--- config.mk ---
export PLATFORM = sky130hd
export DESIGN_NAME = trace_capture_ctrl
export DESIGN_NICKNAME = d
export VERILOG_FILES = /design/src/rtl/trace_pkg.sv /design/src/rtl/rr_arbiter.sv /design/src/rtl/trace_capture_ctrl.sv
export SDC_FILE = /design/constraint.sdc
export NUM_CORES = 1
export LEC_CHECK = 0
export BUFFER_PORTS_ARGS = -buffer_cell sky130_fd_sc_hd__clkbuf_2
export CORE_MARGIN = 4
export CORE_UTILIZATION = 41
export CTS_CLUSTER_DIAMETER = 60
export DETAILED_ROUTE_END_ITERATION = 10
export PLACE_DENSITY_LB_ADDON = 0.25
export SLEW_MARGIN = 20
export SYNTH_ARGS = -nofsm -noshare
export SYNTH_HDL_FRONTEND = slang
export SYNTH_HIERARCHICAL = 1
export SYNTH_SLANG_ARGS = --single-unit
--- constraint.sdc ---
create_clock -name clk -period 5.05 [get_ports clk]
set_input_delay 1.01 -clock clk [delete_from_list [all_inputs] [get_ports clk]]
set_output_delay 1.01 -clock clk [all_outputs]
set_load 0.1 [all_outputs]
--- src/rtl/trace_pkg.sv ---
// Shared types and default sizing for the trace capture controller and its helpers.
package trace_pkg;
    localparam int DEF_FPAY  = 32;
    localparam int DEF_TB_AW = 9;
    localparam int DEF_N_SRC = 4;

    typedef enum logic [2:0] {
        IDLE  = 3'd0,
        ARMED = 3'd1,
        POST  = 3'd2,
        DONE  = 3'd3
    } state_t;

    function automatic int tb_depth(input int aw);
        return 2 ** aw;
    endfunction
endpackage

--- src/rtl/rr_arbiter.sv ---
// Round-robin arbiter: one-hot grant to the first requester at or after the pointer,
// pointer moves past the winner whenever the grant is consumed.
module rr_arbiter #(
    parameter int N = 4
) (
    input  logic         clk,
    input  logic         reset,
    input  logic [N-1:0] req,
    input  logic         advance,
    output logic [N-1:0] gnt
);
    localparam int PW = (N > 1) ? $clog2(N) : 1;

    logic [PW-1:0] ptr;
    logic [PW-1:0] win;
    logic [PW-1:0] idx;
    logic          found;

    always_comb begin
        gnt   = '0;
        win   = ptr;
        idx   = '0;
        found = 1'b0;
        for (int k = 0; k < N; k++) begin
            idx = PW'((int'(ptr) + k) % N);
            if (!found && req[idx]) begin
                found    = 1'b1;
                win      = idx;
                gnt[idx] = 1'b1;
            end
        end
    end

    always_ff @(posedge clk) begin
        if (reset) begin
            ptr <= '0;
        end else if (advance && found) begin
            ptr <= PW'((int'(win) + 1) % N);
        end
    end
endmodule

--- src/rtl/trace_capture_ctrl.sv ---
// Trace buffer sequencer: round-robin capture with a circular pre-trigger window,
// post-trigger word count, then one-word-per-request drain to the debug side.
// state | meaning: IDLE | off, ARMED | pre-trigger capture, POST | post-trigger capture, DONE | readout
module trace_capture_ctrl
    import trace_pkg::*;
#(
    parameter int Fpay  = DEF_FPAY,
    parameter int TB_AW = DEF_TB_AW,
    parameter int N_SRC = DEF_N_SRC
) (
    input  logic                  clk,
    input  logic                  reset,
    input  logic [N_SRC-1:0]      src_valid,
    input  logic [N_SRC*Fpay-1:0] src_data,
    output logic [N_SRC-1:0]      src_grant,
    input  logic [N_SRC-1:0]      cfg_src_mask,
    input  logic [TB_AW:0]        cfg_post_cnt,
    input  logic                  arm,
    input  logic                  trig_in,
    input  logic                  dbg_rd_req,
    output logic [Fpay-1:0]       dbg_rd_data,
    output logic                  dbg_rd_valid,
    output logic                  buf_wr,
    output logic                  buf_rd,
    output logic [Fpay-1:0]       buf_din,
    input  logic [Fpay-1:0]       buf_dout,
    output logic [2:0]            state_o,
    output logic [TB_AW:0]        occupancy,
    output logic                  dropped
);
    localparam int             DEPTH_I = tb_depth(TB_AW);
    localparam logic [TB_AW:0] DEPTH   = DEPTH_I[TB_AW:0];
    localparam logic [TB_AW:0] ONE     = {{TB_AW{1'b0}}, 1'b1};

    state_t            state;
    logic [TB_AW:0]    post_left;
    logic [TB_AW:0]    post_clip;
    logic [N_SRC-1:0]  req;
    logic [N_SRC-1:0]  gnt;
    logic              capture;
    logic              wr;
    logic              full;
    logic              rd_fetch;
    logic [Fpay-1:0]   hold_data;

    assign capture = (state == ARMED) || (state == POST);
    assign req     = capture ? (src_valid & cfg_src_mask) : '0;

    rr_arbiter #(.N(N_SRC)) u_arb (
        .clk     (clk),
        .reset   (reset),
        .req     (req),
        .advance (wr),
        .gnt     (gnt)
    );

    assign wr        = |gnt;
    assign full      = (occupancy == DEPTH);
    assign rd_fetch  = (state == DONE) && dbg_rd_req && (occupancy != '0);
    // a write into a full buffer pops the oldest word so the window slides
    assign buf_rd    = (wr && full) || rd_fetch;
    assign buf_wr    = wr;
    assign src_grant = gnt;
    assign post_clip = (cfg_post_cnt > DEPTH) ? DEPTH : cfg_post_cnt;
    assign state_o   = state;
    assign dbg_rd_data = dbg_rd_valid ? buf_dout : hold_data;

    always_comb begin
        buf_din = '0;
        for (int i = 0; i < N_SRC; i++) begin
            if (gnt[i]) buf_din = src_data[i*Fpay +: Fpay];
        end
    end

    always_ff @(posedge clk) begin
        if (reset) begin
            state        <= IDLE;
            post_left    <= '0;
            occupancy    <= '0;
            dropped      <= 1'b0;
            dbg_rd_valid <= 1'b0;
            hold_data    <= '0;
        end else begin
            dbg_rd_valid <= rd_fetch;
            if (dbg_rd_valid) hold_data <= buf_dout;

            if (wr && !buf_rd)      occupancy <= occupancy + ONE;
            else if (buf_rd && !wr) occupancy <= occupancy - ONE;

            if (wr && full) dropped <= 1'b1;

            case (state)
                IDLE: begin
                    if (arm) begin
                        state   <= ARMED;
                        dropped <= 1'b0;
                    end
                end
                ARMED: begin
                    // a write in the trigger cycle is still a pre-trigger word
                    if (trig_in) begin
                        post_left <= post_clip;
                        state     <= (post_clip == '0) ? DONE : POST;
                    end
                end
                POST: begin
                    if (wr) begin
                        post_left <= post_left - ONE;
                        if (post_left == ONE) state <= DONE;
                    end
                end
                DONE: begin
                    if (arm && occupancy == '0) state <= ARMED;
                end
                default: state <= IDLE;
            endcase
        end
    end
endmodule

# Word level (Yosys, flattened, before mapping)

Cells that the tools add are included.

Bits in registers: 59
Bits of input ports: 183
Output and inout port bits: 85
Logic and storage cells: 116

Add/sub/neg operators: 7
Order comparisons: 9
Equality and inequality tests: 10
Multiplexer cells: 49
Bitwise operators: 4
Reductions and logical operators: 30

Operators with widths:

| operator                                                                     | number |
|---|---|
| 32-bit two-way mux                                                           | 5 |
| 10-bit two-way mux                                                           | 5 |
| 10-bit zero test                                                             | 2 |
| 4-bit two-way mux                                                            | 5 |
| 10-bit case mux with 2 select lines                                          | 1 |
| 10-bit by 1-bit subtractor with 10-bit output, second input constant         | 2 |
| 1-bit two-way mux                                                            | 16 |
| 3-bit two-way mux                                                            | 5 |
| 1-bit logical AND                                                            | 14 |
| 2-bit by 3-bit less-than comparator with 1-bit output, second input constant | 4 |
| 4-bit bitwise OR                                                             | 3 |
| 3-bit case mux with 4 select lines                                           | 1 |
| 10-bit by 1-bit adder with 10-bit output, second input constant              | 1 |
| 10-bit by 1-bit == test with 1-bit output, second input constant             | 1 |
| 10-bit == test, second input constant                                        | 1 |
| 10-bit greater-than comparator, second input constant                        | 1 |
| 10-bit nonzero test                                                          | 1 |
| 1-bit binary-select mux with 2-bit select                                    | 4 |
| 1-bit demux with 2-bit select                                                | 4 |
| 2-bit by 1-bit >= comparator with 1-bit output, second input constant        | 4 |
| 3-bit by 2-bit == test with 1-bit output, second input constant              | 2 |
| 2-bit two-way mux                                                            | 3 |
| 2-bit by 1-bit != test with 1-bit output, second input constant              | 3 |
| 1-bit zero test                                                              | 5 |
| other kinds (11)                                                             | 16 |

# Longest topological paths before layout

Word-level depth: 21
Depth in mapped cells: 23
Mapped depth without buffers: 21

# Modules after synthesis

The synthesis kept the hierarchy.

By module, submodules not included:

| module             | times used | cells an instance | area an instance (um2) | sequential area each (um2) |
|---|---|---|---|---|
| trace_capture_ctrl | 1          | 525               | 3990.1                 | 1121.1 |
| rr_arbiter         | 1          | 74                | 585.6                  | 40.0 |

# Worst setup path before layout

OpenSTA, ideal clock, no wires.

Path kind: reg-to-output
From: register state[0], in the netlist state_o[0]
To: output buf_din[10]
Data arrival time: 6411 ps
Required time: 4040 ps
Path slack: -2371 ps
Stages on the path, launching flop included: 17
Buffers on the path: 3
Cells stage by stage: dfxtp_1 > inv_1 > ha_1 > and3_1 > buf_2 > mux4_2 > nor2b_4 > a22oi_1 > nor2_1 > a221o_1 > buf_2 > nor2b_1 > clkbuf_1 > a22oi_1 > nor2_1 > a21oi_1 > o21ai_0

Elaborated cells between the ends (all ways): 32
Classes of those cells: 2 x eq/ne; 20 x mux; 3 x bitwise; 7 x reduce/logical

RTL lines:

| what                                                                                                        | RTL line                  | RTL |
|---|---|---|
| start, declared                                                                                             | trace_capture_ctrl.sv:35  | `state_t state;` |
| start signal, assigned                                                                                      | trace_capture_ctrl.sv:103 | `state <= (post_clip == '0) ? DONE : POST;` |
| 3-bit by 1-bit == test with 1-bit output / 3-bit by 2-bit == test with 1-bit output (equally long branches) | trace_capture_ctrl.sv:46  | `assign capture = (state == ARMED) \|\| (state == POST);` |
| 1-bit logical OR (*)                                                                                        | trace_capture_ctrl.sv:46  |  |
| 4-bit two-way mux (*)                                                                                       | trace_capture_ctrl.sv:47  | `assign req = capture ? (src_valid & cfg_src_mask) : '0;` |
| named net req[1]                                                                                            | trace_capture_ctrl.sv:38  | `logic [N_SRC-1:0] req;` |
| 1-bit binary-select mux with 2-bit select                                                                   | rr_arbiter.sv:26          | `if (!found && req[idx]) begin` |
| 1-bit two-way mux (not written as such)                                                                     | rr_arbiter.sv:26          |  |
| 1-bit two-way mux                                                                                           | rr_arbiter.sv:26          |  |
| 1-bit zero test                                                                                             | rr_arbiter.sv:26          |  |
| [2 not listed]                                                                                              | n/a                       |  |
| 1-bit zero test                                                                                             | rr_arbiter.sv:26          |  |
| 1-bit logical AND                                                                                           | rr_arbiter.sv:26          |  |
| 1-bit two-way mux                                                                                           | rr_arbiter.sv:26          |  |
| 1-bit zero test                                                                                             | rr_arbiter.sv:26          |  |
| 1-bit logical AND                                                                                           | rr_arbiter.sv:26          |  |
| 4-bit two-way mux (*)                                                                                       | rr_arbiter.sv:26          |  |
| named net src_grant[1]                                                                                      | trace_capture_ctrl.sv:15  | `output logic [N_SRC-1:0] src_grant,` |
| 32-bit two-way mux (*) (3 in a row)                                                                         | trace_capture_ctrl.sv:71  | `if (gnt[i]) buf_din = src_data[i*Fpay +: Fpay];` |
| end, declared                                                                                               | trace_capture_ctrl.sv:25  | `output logic [Fpay-1:0] buf_din,` |

Mark *: on every way through the listed nets, which the timed path passes. The rest lies on a longest branch. The select of a mux whose other input is x is not followed.

# Final worst setup path

From: register state[0], in the netlist state_o[0]
To: register occupancy[6]

Cells in the longest elaborated chain, start to end: 21
Elaborated cells between the ends (all ways): 40
Classes of those cells: 3 x eq/ne; 17 x mux; 3 x bitwise; 17 x reduce/logical

Ends and longest elaborated chain:

| what                                                                                                        | RTL line                 | RTL |
|---|---|---|
| 3-bit by 1-bit == test with 1-bit output / 3-bit by 2-bit == test with 1-bit output (equally long branches) | trace_capture_ctrl.sv:46 |  |
| 1-bit logical OR (*)                                                                                        | trace_capture_ctrl.sv:46 |  |
| 4-bit two-way mux (*)                                                                                       | trace_capture_ctrl.sv:47 |  |
| named net req[2]                                                                                            | trace_capture_ctrl.sv:38 |  |
| 1-bit binary-select mux with 2-bit select                                                                   | rr_arbiter.sv:26         |  |
| 1-bit two-way mux (not written as such)                                                                     | rr_arbiter.sv:26         |  |
| 1-bit two-way mux                                                                                           | rr_arbiter.sv:26         |  |
| 1-bit zero test                                                                                             | rr_arbiter.sv:26         |  |
| [6 not listed]                                                                                              | n/a                      |  |
| 1-bit logical AND                                                                                           | rr_arbiter.sv:26         |  |
| 4-bit two-way mux (*)                                                                                       | rr_arbiter.sv:26         |  |
| 4-bit OR reduction (*)                                                                                      | trace_capture_ctrl.sv:57 | `assign wr = \|gnt;` |
| 1-bit logical AND                                                                                           | trace_capture_ctrl.sv:61 | `assign buf_rd = (wr && full) \|\| rd_fetch;` |
| 1-bit logical OR                                                                                            | trace_capture_ctrl.sv:61 |  |
| 1-bit zero test                                                                                             | trace_capture_ctrl.sv:87 | `if (wr && !buf_rd) occupancy <= occupancy + ONE;` |
| 1-bit logical AND                                                                                           | trace_capture_ctrl.sv:87 |  |
| 10-bit two-way mux / 2-bit nonzero test (equally long branches)                                             | n/a                      |  |
| end signal, assigned                                                                                        | trace_capture_ctrl.sv:87 |  |
| end signal, assigned                                                                                        | trace_capture_ctrl.sv:88 | `else if (buf_rd && !wr) occupancy <= occupancy - ONE;` |
| end, declared                                                                                               | trace_capture_ctrl.sv:28 | `output logic [TB_AW:0] occupancy,` |

Marks and branches as above.
A chain may end at the register's enable or synchronous reset.

==> metrics <==
run status finished clean; Avg Inst Size Synth 7.64 um^2; most common cell in the netlist nor2_1; vias 5416; Worst Clk Skew 0.0109 ns; clk_lat worst skew 0.34 ns; Distinct cells, synth 67; Slew @ Worst Pin 0.971 ns; Core Region 10900 um^2; number of buffers added on ports 266; largest net degree at the start of global routing 68; Area Overhead vs Synth 59.0%; clk sink count 58; Hold Vio Cnt, Final 0; top cells by count, synth nor2_1 (67), dfxtp_1 (58), a21oi_1 (56), nand2_1 (50); dpl hpwl 12700 um; HP Start post_left[9]$_SDFFE_PP0P_; Initial DRC Count 321; ratio of cells with drive above 1 in the final layout 0.455; Remaining DRCs 0; crit-path most repeated cell ha_4; RSZ-0062 raised after global routing no; final slew viol count 0; Main synth FF type dfxtp_1; pre-CTS setup slack -0.0803 ns; Die H 114 um; DR pass1 iterations 5; EDFF count, synth 0; Mapped Area 4580 um^2; Max FO, Critical Path 13; initial antenna violation count 0; Die X 114 um; Max Freq 206 MHz; critical path, cell by cell inv_1 -> ha_1 -> and3_2 -> mux4_2 -> nor2b_4 -> a22oi_1 -> nor2_1 -> a221o_4 -> nor4_4 -> bufinv_8 -> nand4_1 -> a21o_1 -> ha_4 -> inv_4 -> ha_4 -> nor2b_1 -> o31a_1 -> o21ai_1 -> a2111oi_0 -> a311o_1; Initial Util 0.420; Ant. Diodes 0; Final setup violation count 0; CP max stage cell mux4_2; clock tree root driver cell clkbuf_8; Ports 268; Clock Pin Slew Worst Setup and Hold Paths 0.07 ns; Clock Path Buffers 2; top post-synthesis cells by area dfxtp_1 (25%), mux2_2 (6.6%), a22oi_1 (6.4%); first-pass GRT wire length 25200 um; GP Congestion 0.923; Tmin final 4.85 ns; CP endpoint kind register; Wirelength per Cell 16.3 um; slew margin rel. 0.352; CTS tree yes; crit path from state_o[0]$_SDFFE_PP0P_; number of fill cells 856; CTS Buf Count 9; Synth area leader dfxtp_1; Die Footprint 12900 um^2; share of the synthesized area in the top cell type 0.254; total track usage 0.236; worst reg2reg startpoint state_o[0]$_SDFFE_PP0P_; total congestion overflow 0; vias in the first global route 5403; Max stage delay on crit path 0.50 ns; CTS Hold Bufs 0; Syn Inst Count 599; crit share post-route 0.961; Seq cells post-synth 58; ys async rst share 0; kind of start point of the critical path register; Syn Nets 803; crit path DAT 5.13 ns; Synth Warn # 6; maxcap violations 0; Hold Path Class reg2reg; Worst Path Required 5.33 ns; sequential area share after synthesis 0.254; Post CTS Setup Buffer Count 0; Rows 38; WL final 16100 um; CTS H-tree depth 3; Setup CP Type reg2reg; Final ANT Viol Nets 0; nets@finish 1047; via/cell ratio 5.48; slack of the critical path 0.199 ns
-- cell type report --
cell class | count | area, um^2 | share of cell area
inverter | 18 | 83.8 | 0.0115
tap | 140 | 175 | 0.0241
multi-input combinational | 478 | 3610 | 0.497
clock inverter | 4 | 97.6 | 0.0134
timing repair buffer | 278 | 1980 | 0.272
sequential | 58 | 1170 | 0.161
clock buffer | 12 | 155 | 0.0213
-- registers in the layout (all words and copies together) (netlist names) --
register	cells
occupancy	10
dropped	1
hold_data	32
post_left	10
state_o	2
u_arb/ptr	2
dbg_rd_valid	1
-- timing repair --
action / 4_1_cts / 5_1_grt
endpoints found under the setup margin: 0 / 38
endpoints found under the hold margin: 0 / 0
resized for setup: 0 / 8
-- through the flow --
| step | hold WS (ns) | util | setup TNS [ns] | std cells | area (um^2) |
|---|---|---|---|---|---|
| CTS | 0.533 | 0.666 | 0 | 988 | 7250 |
| global placement | 0.500 | 0.642 | 0 | 972 | 6990 |
| finish | 0.533 | 0.668 | 0 | 988 | 7270 |
| floorplan | 0.491 | - | -0.0589 | 599 | 5060 |
| global route | 0.586 | 0.668 | 0 | 988 | 7270 |
| detailed placement | 0.519 | 0.642 | -0.251 | 972 | 6990 |
-- critical path: cells and delay by family, from the launching register on --
family / cells / cell delay [ns]
compound gates: 7 / 1.66
simple gates: 6 / 1.06
fa+ha+maj: 3 / 0.84
mux: 1 / 0.50
flops: 1 / 0.37
buf+inv: 3 / 0.36
-- kinds of logic (layout without fill, tap and decap cells) --
group	count (synthesis)	count (layout)	synth area share
flip-flops	58	58	0.254
buffers and inverters	63	312	0.0580
adder cells (fa/ha/maj)	21	21	0.0591
AND/OR/NAND/NOR	220	220	0.252
other	1	1	0.000820
AO/OA/AOI/OAI	193	193	0.266
XOR/XNOR	3	3	0.00574
multiplexers	40	40	0.105
-- path summary, 6_finish.rpt --
check | endpoint | slack, ns | cells past startpoint
worst max-delay path | occupancy[6]$_SDFFE_PP0P_ | 0.20 | 20
worst max register to register | occupancy[6]$_SDFFE_PP0P_ | 0.20 | 20
worst min register to register | post_left[9]$_SDFFE_PP0P_ | 0.53 | 2
worst min-delay path | post_left[9]$_SDFFE_PP0P_ | 0.53 | 2
-- cells in the final DEF, fill, tap and decap left out, types with 16 or more instances in the layout --
cell	Yosys	final
buf_12	0	37
a21oi_1	56	55
clkbuf_2	0	231
nor2_1	67	67
a22oi_1	39	39
dfxtp_1	58	54
mux2_2	27	27
o21ai_4	0	32
ha_1	20	16
nor2b_1	39	38
nand2_1	50	50
-- layer usage --
metal	vias up	global-route usage	wire (um)
met3	32	0.0658	1520
met2	283	0.416	8090
li1	2659	-	-
met1	2442	0.274	6070
met4	0	0.0809	420
met5	-	0	0
Power is not shown: default switching activity piles up to over one toggle a cycle in this logic, so the estimate is an artifact.
